File: config.mk
export PLATFORM = sky130hd
export DESIGN_NAME = irq_ctrl
export DESIGN_NICKNAME = d
export VERILOG_FILES = /design/src/rtl/irq_pkg.sv /design/src/rtl/irq_ctrl_rr_arb4.sv /design/src/rtl/irq_ctrl.sv
export SDC_FILE = /design/constraint.sdc
export NUM_CORES = 1
export LEC_CHECK = 0
export CAP_MARGIN = 20
export CORE_UTILIZATION = 35
export CTS_CLUSTER_DIAMETER = 40
export CTS_CLUSTER_SIZE = 28
export DETAILED_ROUTE_END_ITERATION = 10
export PLACE_DENSITY = 0.69
export REMOVE_ABC_BUFFERS = 1
export SLEW_MARGIN = 15
export SYNTH_ARGS = -nofsm -noshare
export SYNTH_HDL_FRONTEND = slang
export SYNTH_HIERARCHICAL = 1
export SYNTH_SLANG_ARGS = --single-unit
export TNS_END_PERCENT = 1
File: constraint.sdc
create_clock -name clk -period 1.45 [get_ports clk]
set_clock_uncertainty 0.1 [all_clocks]
set_input_delay 0.145 -clock clk [delete_from_list [all_inputs] [get_ports clk]]
set_output_delay 0.145 -clock clk [all_outputs]
set_load 0.02 [all_outputs]
File: src/rtl/irq_pkg.sv
// Shared types and constants for the four-source interrupt controller.
package irq_pkg;
    localparam int N_SRC = 4;
    localparam int ID_W  = 2;

    typedef enum logic [1:0] {
        IDLE = 2'd0,
        REQ  = 2'd1,
        SVC  = 2'd2
    } state_t;

    // Byte offset of a vector table entry: four bytes per source.
    function automatic logic [ID_W+1:0] vec_offset(input logic [ID_W-1:0] id);
        return {id, 2'b00};
    endfunction
endpackage

File: src/rtl/irq_ctrl_rr_arb4.sv
// Combinational round-robin arbiter over four eligible requests.
module rr_arb4
    import irq_pkg::*;
(
    input  logic [N_SRC-1:0] eligible,
    input  logic [ID_W-1:0]  last,
    output logic [ID_W-1:0]  grant_id,
    output logic             any
);
    logic [ID_W-1:0] w_idx;

    // Search from the lowest priority (last itself) to the highest (last+1),
    // so the final hit is the winner.
    always_comb begin
        grant_id = '0;
        w_idx    = '0;
        for (int i = N_SRC; i >= 1; i--) begin
            w_idx = last + ID_W'(i);
            if (eligible[w_idx]) begin
                grant_id = w_idx;
            end
        end
        any = |eligible;
    end
endmodule

File: src/rtl/irq_ctrl.sv
// Interrupt controller: edge capture, pending/mask registers and the
// irq/ack/eoi handshake FSM that offers one interrupt at a time.
module irq_ctrl
    import irq_pkg::*;
#(
    parameter int              PC_W     = 10,
    parameter logic [PC_W-1:0] VEC_BASE = 10'h3F0
) (
    input  logic             clk,
    input  logic             reset,
    input  logic [N_SRC-1:0] src,
    input  logic             mask_we,
    input  logic [N_SRC-1:0] mask_d,
    input  logic             ack,
    input  logic             eoi,
    output logic             irq,
    output logic [ID_W-1:0]  irq_id,
    output logic [PC_W-1:0]  irq_vec,
    output logic             busy,
    output logic [N_SRC-1:0] pending,
    output logic [N_SRC-1:0] mask_q
);
    logic [N_SRC-1:0] r_src_q;
    logic [N_SRC-1:0] r_pending;
    logic [N_SRC-1:0] r_mask_q;
    state_t           r_state;
    logic [ID_W-1:0]  r_irq_id;
    logic [ID_W-1:0]  r_last;
    logic             r_irq;
    logic             r_busy;

    logic [N_SRC-1:0] w_event;
    logic [N_SRC-1:0] w_eligible;
    logic [N_SRC-1:0] w_clr;
    logic [ID_W-1:0]  w_grant;
    logic             w_any;
    logic             w_ack_fire;
    state_t           w_state_next;

    assign w_event    = src & ~r_src_q;
    assign w_eligible = r_pending & r_mask_q;

    rr_arb4 u_arb (
        .eligible (w_eligible),
        .last     (r_last),
        .grant_id (w_grant),
        .any      (w_any)
    );

    always_comb begin
        w_state_next = r_state;
        w_ack_fire   = 1'b0;
        case (r_state)
            IDLE: if (w_any) w_state_next = REQ;
            REQ: begin
                if (ack) begin
                    w_state_next = SVC;
                    w_ack_fire   = 1'b1;
                end
            end
            SVC:  if (eoi) w_state_next = IDLE;
            default: w_state_next = IDLE;
        endcase
    end

    generate
        for (genvar gi = 0; gi < N_SRC; gi++) begin : g_clr
            assign w_clr[gi] = w_ack_fire && (r_irq_id == ID_W'(gi));
        end
    endgenerate

    always_ff @(posedge clk or negedge reset) begin
        if (!reset) begin
            r_src_q   <= '1;
            r_pending <= '0;
            r_mask_q  <= '0;
            r_state   <= IDLE;
            r_irq_id  <= '0;
            r_last    <= ID_W'(N_SRC - 1);
            r_irq     <= 1'b0;
            r_busy    <= 1'b0;
        end else begin
            r_src_q <= src;
            // A new edge in the ack cycle must survive the clear.
            r_pending <= (r_pending & ~w_clr) | w_event;
            if (mask_we) begin
                r_mask_q <= mask_d;
            end
            r_state <= w_state_next;
            if (r_state == IDLE && w_any) begin
                r_irq_id <= w_grant;
            end
            if (w_ack_fire) begin
                r_last <= r_irq_id;
            end
            r_irq  <= (w_state_next == REQ);
            r_busy <= (w_state_next == SVC);
        end
    end

    assign irq     = r_irq;
    assign irq_id  = r_irq_id;
    assign irq_vec = VEC_BASE + PC_W'(vec_offset(r_irq_id));
    assign busy    = r_busy;
    assign pending = r_pending;
    assign mask_q  = r_mask_q;
endmodule

==> summary.md <==
| Metric | Value |
|---|---|
| Status | finished, violations left |
| Failing checks | negative setup slack |
| Tmin final | 1480 ps |
| Yosys top cell by area | dfrtp_1 |
| Share of the synthesized area in the top cell type | 38.41% |
| Setup TNS | -29.64 ps |
| Vias in the first global route | 687 |
| Crit-path max FO | 4 |
| Die X | 53.05 um |
| Fill cells | 230 |
| Die Footprint | 2814 um2 |
| Crit path max-delay cell type | dfrtp_1 |
| Achievable frequency | 675.8 MHz |
| Synth Flop Type | dfrtp_1 |
| WL per Instance | 11.66 um |
| Site row count | 18 |
| Count leader, synth | dfrtp_1 |
| Syn_area_per_cell | 10.86 um2 |
| Clk sinks | 20 |
| Tot GR Track Use | 15.45% |
| Post-synth EDFFs | 0 |
| Vias per cell | 4.529 |
| Top cells by area, synth | dfrtp_1 (38%), dfstp_2 (17%), buf_4 (8.2%) |
| Leak | 0.6129 nW |
| Synth Register Bits | 20 |
| Routed via count | 702 |
| Synthesized area | 912.1 um2 |
| CP delay by family, top | flip-flops |
| Starting density of the core | 36.82% |
| Layout cells sized above 1 | 29.60% |
| Final Setup Violations | 1 |
| Pwr dens | 1920 nW/um2 |
| Fin util | 53.43% |
| Gate Count Post-Synth | 84 |
| CP Class | reg -> reg |
| Boundary Pins | 35 |
| Ys Warns | 6 |
| Grt ovf | 0 |
| Antenna violations before repair | 0 |
| DP Wirelength | 1430 um |
| Number of diodes | 0 |
| Asr flop ratio synth | 100.0% |
| Unrepaired setup endpoints after global routing | yes |
| DR iter-0 viols | 4 |
| Post-synthesis sequential area ratio | 55.69% |
| Net Sw Power | 0.9102 mW |
| Crit path cell chain | and2_4 -> and2b_1 -> a21oi_2 -> o221ai_2 -> mux2_4 |
| Die Ht | 53.05 um |
| Worst path arrival time | 1580 ps |
| Global-route wire length before repair | 2911 um |
| Post-synth top cells | dfrtp_1 (14), buf_4 (10), nand2_1 (7), o21ai_0 (7) |
| GP Congestion | 0.7768 |
| Post-Route WL | 1807 um |
| PortBufs | 26 |
| CP required | 1550 ps |
| Int Pwr | 1.632 mW |
| Crit path launch type | flop |
| Initial DRT Pass Iterations | 2 |
| Worst min-delay path class | in -> async |
| CTS Root Cell | clkbuf_4 |
| Final Hold Viols | 0 |
| Register share of total power | 35.2% |
| Clk Latency, worst-skew pair | 310 ps |
| Clock power frac | 17.9% |
| Pin count of the biggest net entering global routing | 21 |
| TritonCTS Buffers | 3 |
| Buf+Inv Stages, Crit Path | 0 |
| Detailed-route DRC error count | 0 |
| Switching Fraction | 35.81% |
| Fin. max-slew vios | 0 |
| Slowest stage delay, CP | 400 ps |
| Core area | 2477 um2 |
| Final worst-path setup slack | -29.64 ps |
| Remaining antenna violation count | 0 |
| Critical path depth | 5 |
| Max-Cap Viols | 0 |
| Distinct cells, synth | 20 |
| Final #Nets | 139 |
| Htree depth | 1 |
| Max VDD drop | 1073 uV |
| CTS clk-pin slew, worst paths | 120 ps |
| Clock Path Buffers | 2 |
| CTS tree | done |
| Number of cells on the worst reg-to-reg path | 5 |
| Hold bufs inserted after CTS | 0 |
| Area grow syn2layout | 45.13% |
| Power share of the combinational group | 46.9% |
| Final critical-path share of the clock period | 102.0% |
| Critical Path Sink Type | flop |
[final cells by class]
| class | count | area, um2 | share of cell area (%) |
|---|---|---|---|
| sequential | 20 | 508.0 | 38.37 |
| timing repair buffer | 41 | 359.1 | 27.13 |
| multi-input combinational | 54 | 344.1 | 25.99 |
| tap | 30 | 37.54 | 2.836 |
| clock inverter | 1 | 30.03 | 2.268 |
| clock buffer | 3 | 22.52 | 1.701 |
| inverter | 6 | 22.52 | 1.701 |
[stage by stage]
| step | cell area, um2 | std cells | hold WS (ps) | power [mW] | worst slack (ps) |
|---|---|---|---|---|---|
| 4_1_cts | 1297 | 153 | 63.66 | 2.476 | -65.72 |
| 2_1_floorplan | 859.6 | 80 | -250.6 | 1.478 | -82.13 |
| 6_report | 1324 | 155 | 58.23 | 2.542 | -29.64 |
| 3_5_place_dp | 1255 | 149 | 401.2 | 2.098 | -41.50 |
| 3_3_place_gp | 1255 | 149 | 384.9 | 2.057 | 26.23 |
| 5_1_grt | 1324 | 155 | 74.61 | 2.700 | -90.34 |
[path summary, 6_finish.rpt]
path                                       startpoint  slack (ps)                    end
worst min register to register  r_last[0]$_DFFE_PN1P_         420  r_last[0]$_DFFE_PN1P_
max in group asynchronous                       reset         920   r_src_q[0]$_DFF_PN1_
worst max register to register  mask_q[3]$_DFFE_PN0P_         -30  irq_id[0]$_DFFE_PN0P_
worst min-delay path                            reset          60  mask_q[0]$_DFFE_PN0P_
min in group clk                               src[2]         150   r_src_q[2]$_DFF_PN1_
worst max-delay path            mask_q[3]$_DFFE_PN0P_         -30  irq_id[0]$_DFFE_PN0P_
[timing repair]
| action | CTS | global route |
|---|---|---|
| setup endpoints to repair | 16 | 5 |
| resized for setup | 17 | 5 |
| gates cloned | 0 | 0 |
| pin swaps | 0 | 2 |
| setup buffers | 0 | 2 |
[routing by layer]
metal  up-vias  GRT usage (%)  share of wire [%]
met2        23          24.89                 50
met3         7          2.586                4.1
met1       329          17.93                 42
met4         0          12.28                3.9
met5         -              0                  0
li1        343              -                  -
[flip-flops by register name, indices dropped and copies added, names as in the netlist]
name,cells
irq,1
mask_q,4
r_state,2
busy,1
r_last,2
pending,4
r_src_q,4
irq_id,2
[placed cells by master, fill, tap and decap left out, types with 5 or more instances in the layout]
master,instances
dfstp_2,6
buf_4,15
dfrtp_1,14
clkdlybuf4s50_1,12
o21ai_0,7
dlygate4sd2_1,11
inv_1,6
nand2b_1,5
mux2_2,5
conb_1,8
nand2_1,7
[cells by family after synthesis]
family | Yosys count | share of synthesized area (%)
AO/OA/AOI/OAI | 16 | 10.97
AND/OR/NAND/NOR | 23 | 13.31
multiplexers | 7 | 8.504
buffers and inverters | 16 | 10.70
flip-flops | 20 | 55.69
other | 2 | 0.8234
[power by group through the flow]
stage	clock (mW)	combinational [mW]	sequential [mW]
final	0.456	1.19	0.895
after global routing	0.488	1.28	0.928
after CTS	0.463	1.11	0.899
after detailed placement	0	1.19	0.906
after global placement	0	1.16	0.900
after floorplan	0	0.405	1.07
No activity file was read; power rests on OpenSTA's default activity.
